**src/rtl/uart_tx.sv**
```systemverilog
// uart_tx: 8N1 serial transmitter with a valid/ready byte handshake.
// A byte is captured on the handshake edge. It is then sent as one start bit,
// eight data bits LSB first and one stop bit, each CLKS_PER_BIT clocks long.
// At least one IDLE cycle separates two frames.
module uart_tx #(
    parameter int unsigned CLKS_PER_BIT = 16
) (
    input  logic        uart_clk,
    input  logic        rst_n,
    input  logic [7:0]  data_send,
    input  logic        data_valid,
    output logic        data_ready,
    output logic        tx,
    output logic        tx_done,
    output logic [15:0] frames_sent
);

    localparam int unsigned BaudW = (CLKS_PER_BIT > 1) ? $clog2(CLKS_PER_BIT) : 1;
    localparam logic [BaudW-1:0] BaudLast = BaudW'(CLKS_PER_BIT - 1);

    typedef enum logic [1:0] {
        StIdle,
        StStart,
        StData,
        StStop
    } state_e;

    state_e            state_q, state_d;
    logic [BaudW-1:0]  baud_q, baud_d;
    logic [2:0]        bit_idx_q, bit_idx_d;
    logic [7:0]        shift_q, shift_d;
    logic              tx_q, tx_d;
    logic              ready_q, ready_d;
    logic              done_q, done_d;
    logic [15:0]       frames_q, frames_d;
    logic              bit_end;

    // Last clock of the current bit period.
    assign bit_end = (baud_q == BaudLast);

    // Next-state and registered-output computation.
    always_comb begin
        state_d   = state_q;
        baud_d    = baud_q;
        bit_idx_d = bit_idx_q;
        shift_d   = shift_q;
        tx_d      = tx_q;
        ready_d   = ready_q;
        done_d    = 1'b0;
        frames_d  = frames_q;

        case (state_q)
            StIdle: begin
                tx_d      = 1'b1;
                ready_d   = 1'b1;
                baud_d    = '0;
                bit_idx_d = 3'd0;
                // ready_q is a flop, so acceptance never loops back into data_ready.
                if (data_valid && ready_q) begin
                    shift_d = data_send;
                    state_d = StStart;
                    tx_d    = 1'b0;
                    ready_d = 1'b0;
                end
            end

            StStart: begin
                if (bit_end) begin
                    state_d   = StData;
                    baud_d    = '0;
                    bit_idx_d = 3'd0;
                    tx_d      = shift_q[0];
                end else begin
                    baud_d = baud_q + 1'b1;
                end
            end

            StData: begin
                if (bit_end) begin
                    baud_d = '0;
                    if (bit_idx_q == 3'd7) begin
                        state_d   = StStop;
                        bit_idx_d = 3'd0;
                        tx_d      = 1'b1;
                    end else begin
                        bit_idx_d = bit_idx_q + 3'd1;
                        shift_d   = {1'b0, shift_q[7:1]};
                        // Present the next bit from the same edge that shifts it down.
                        tx_d      = shift_q[1];
                    end
                end else begin
                    baud_d = baud_q + 1'b1;
                end
            end

            StStop: begin
                if (bit_end) begin
                    state_d   = StIdle;
                    baud_d    = '0;
                    bit_idx_d = 3'd0;
                    tx_d      = 1'b1;
                    ready_d   = 1'b1;
                    done_d    = 1'b1;
                    frames_d  = frames_q + 16'd1;
                end else begin
                    baud_d = baud_q + 1'b1;
                end
            end

            default: begin
                state_d = StIdle;
                tx_d    = 1'b1;
                ready_d = 1'b1;
                baud_d  = '0;
            end
        endcase
    end

    // State and datapath registers; reset aborts any frame and idles the line.
    always_ff @(posedge uart_clk or negedge rst_n) begin
        if (!rst_n) begin
            state_q   <= StIdle;
            baud_q    <= '0;
            bit_idx_q <= 3'd0;
            shift_q   <= 8'd0;
            tx_q      <= 1'b1;
            ready_q   <= 1'b1;
            done_q    <= 1'b0;
            frames_q  <= 16'd0;
        end else begin
            state_q   <= state_d;
            baud_q    <= baud_d;
            bit_idx_q <= bit_idx_d;
            shift_q   <= shift_d;
            tx_q      <= tx_d;
            ready_q   <= ready_d;
            done_q    <= done_d;
            frames_q  <= frames_d;
        end
    end

    // The line and every status output come straight from flops.
    assign tx          = tx_q;
    assign data_ready  = ready_q;
    assign tx_done     = done_q;
    assign frames_sent = frames_q;

`ifndef SYNTHESIS
    // data_ready mirrors the IDLE state exactly.
    ready_matches_idle: assert property (@(posedge uart_clk) disable iff (!rst_n)
        ready_q == (state_q == StIdle));

    // The done pulse is only ever seen once the machine is back in IDLE.
    done_only_in_idle: assert property (@(posedge uart_clk) disable iff (!rst_n)
        done_q |-> (state_q == StIdle));

    // An idle line is high.
    idle_line_high: assert property (@(posedge uart_clk) disable iff (!rst_n)
        (state_q == StIdle) |-> tx_q);
`endif

endmodule
```
**config.mk**
```make
export PLATFORM = sky130hd
export DESIGN_NAME = uart_tx
export DESIGN_NICKNAME = d
export VERILOG_FILES = /design/src/rtl/uart_tx.sv
export SDC_FILE = /design/constraint.sdc
export NUM_CORES = 1
export LEC_CHECK = 0
export BUFFER_PORTS_ARGS = -buffer_cell sky130_fd_sc_hd__buf_2
export CORE_ASPECT_RATIO = 0.7
export CORE_UTILIZATION = 50
export CTS_BUF_LIST = sky130_fd_sc_hd__clkbuf_4
export CTS_CLUSTER_DIAMETER = 120
export DETAILED_ROUTE_END_ITERATION = 8
export PLACE_DENSITY = 0.8
export SYNTH_ARGS = -nofsm -noshare
export SYNTH_HDL_FRONTEND = slang
export SYNTH_SLANG_ARGS = --single-unit
```
**constraint.sdc**
```tcl
create_clock -name uart_clk -period 4.99 [get_ports uart_clk]
set_input_delay 0.2495 -clock uart_clk [delete_from_list [all_inputs] [get_ports uart_clk]]
set_output_delay 0.2495 -clock uart_clk [all_outputs]
set_load 0.05 [all_outputs]
```
==> qor.yml <==
status: "finished, violations left"
violations: "hold timing"
whs_ns: -0.000207
power_frac_seq: 0.456
p_sw_uw: 364
hpwl_um: 2460
yosysWarnings: 0
startpoint_type: "register"
ant_nets: 0
yosysSeqAreaShare: 0.521
slew-limit-headroom: 0.454
p_int_uw: 555
antenna_found_initial: 0
cp_max_fo: 18
final_common_cell: "dfrtp_1"
via_per_inst: 5.47
grt_pass1_vias: 1224
syn2layout_area_growth_pct: 12.3
hp-class: "input port to async pin"
start_util: 0.536
num_vias: 1269
fin_crit_ns: 2.23
worstPathRequired_ns: 5.22
n_antenna_cell: 0
synth_top_cell_area_share: 0.491
crit_arrival_ns: 2.46
cts_tree: "done"
synth_cell_types: 31
finalWirelength_um: 3340
cts_made_buffers: 5
clock_skew_ns: 0.00563
fin_tns_setup_ns: 0
report.power.total_uw: 919
ys_ff_latch: 36
grt_pass1_wl_um: 5480
cp-end-kind: "register"
portBuffers: 29
final_layout_size_suffix_gt1_frac: 0.238
nNetsFinal: 204
clk_pin_slew_ns: 0.10
tightest_slew_ns: 0.819
finalHoldViolCount: 1
drv_cap: 0
rsz0062_at_grt: "false"
cts.sinks: 36
rows: 17
fp.dieW_um: 72.4
cts_resized: 0
postCtsHoldBufs: 0
max_freq_ghz: 0.449
syn_avg_cell_area_um2: 11.2
firstDrtPassIters: 4
clk-insertion-delay-late_ns: 0.32
sw_frac_of_total: 0.396
post_drt_wl_per_cell_um: 14.4
gp_congestion: 0.829
die_area_um2: 3710
drc_errors: 0
share_comb_of_total_power: 0.398
io_pins: 30
synth_cells: 155
cts_buffer_depth: 2
yosysTopAreaCell: "dfrtp_1"
htree_levels: 2
async_flop_share: 1.00
power.density_nw_per_um2: 472
drt_iter0_drc: 96
post-cts-setup-buffer-count: 0
grt_overflow: 0
synth.area.top_cells: "dfrtp_1 (49%), xnor2_1 (6.1%), ha_1 (5.8%), mux2i_1 (4.0%), a21oi_1 (3.2%)"
clkPwrFrac: 0.146
power.leakage_uw: 0.000974
setup_viol: 0
vdd_drop_max_mv: 0.221
synth-edff-count: 0
grt_start_max_net_pins: 37
synth_area_um2: 1730
fin_crit_sh: 0.446
critPathKind: "register to register"
ys.flop_type: "dfrtp_1"
layout_common_cells: "dfrtp_1 (34), buf_2 (29), xnor2_1 (12), nor2_1 (12), a21oi_1 (11)"
cts_root_buf: "clkbuf_4"
dieHeight_um: 51.3
syn_nets: 174
coreArea_um2: 3230
track_usage: 0.203
maxSlewViolCount: 0
[synthesized netlist by cell type, types with 3 or more instances]
library cell  instances
a32o_1                3
xor2_1                3
a21oi_1              11
and3_1                6
o21ai_0               4
xnor2_1              12
ha_1                  8
nand4_1               4
nand3_1               9
mux2i_1               7
inv_1                 6
nor2_1               12
dfrtp_1              34
nand2_1               9
mux2_2                3
buf_2                 4
[cell families after synthesis]
group	share of synthesized area
compound gates	0.0880
xor+xnor	0.0851
fa+ha+maj	0.0577
buf+inv	0.0332
flops	0.521
mux	0.0599
simple gates	0.155
[worst paths after layout]
path                            startpoint  cells after the start              end  slack, ns
max                             state_q[0]                      6       shift_q[2]       2.76
min                                  rst_n                      1       shift_q[3]    -0.0002
max reg2reg                     state_q[0]                      6       shift_q[2]       2.76
min reg2reg                frames_sent[15]                      1  frames_sent[15]       0.50
max in group asynchronous            rst_n                      1        baud_q[1]       4.50
min in group uart_clk         data_send[1]                      3       shift_q[1]       0.23
[per-stage QoR]
step | area (um^2) | setup slack (ns) | hold WS (ns) | util | std cells
floorplan | 1730 | 3.23 | -0.0461 | - | 155
global placement | 1900 | 2.99 | 0.361 | 0.589 | 225
detailed placement | 1900 | 2.83 | 0.369 | 0.589 | 225
CTS | 1950 | 2.78 | 0.0142 | 0.603 | 232
global route | 1950 | 2.60 | 0.0553 | 0.603 | 232
finish | 1950 | 2.76 | -0.000207 | 0.603 | 232
[routing by layer]
metal,global-route usage,wire (um)
met5,0,0
met1,0.254,1520
met2,0.330,1610
met4,0.0948,0
met3,0.0533,214
[critical path, cell delays in order (launching register included)]
cell      delay, ns
dfrtp_1        0.43
inv_1          0.11
ha_1           0.70
nand2b_1       0.15
a22oi_2        0.50
nor2_1         0.08
a21oi_1        0.17
[cell type report]
type                            count  area (um^2)
Clock buffer                        5         37.5
Clock inverter                      2         7.51
Fill cell                         276         1280
Inverter                            6         22.5
Multi-Input combinational cell    107          773
Sequential cell                    36          903
Tap cell                           47         58.8
Timing Repair Buffer               29          145
[power groups by stage]
stage | clock (uW) | combinational (uW) | sequential (uW)
6_report | 134 | 366 | 419
3_5_place_dp | 0 | 361 | 423
4_1_cts | 140 | 362 | 418
3_3_place_gp | 0 | 337 | 416
5_1_grt | 151 | 401 | 426
2_1_floorplan | 0 | 264 | 439
[registers in the layout (all words and copies together), names as in the netlist]
register     flops
baud_q           4
bit_idx_q        3
data_ready       1
frames_sent     16
shift_q          8
state_q          2
tx               1
tx_done          1
No activity file was read; power rests on OpenSTA's default activity.
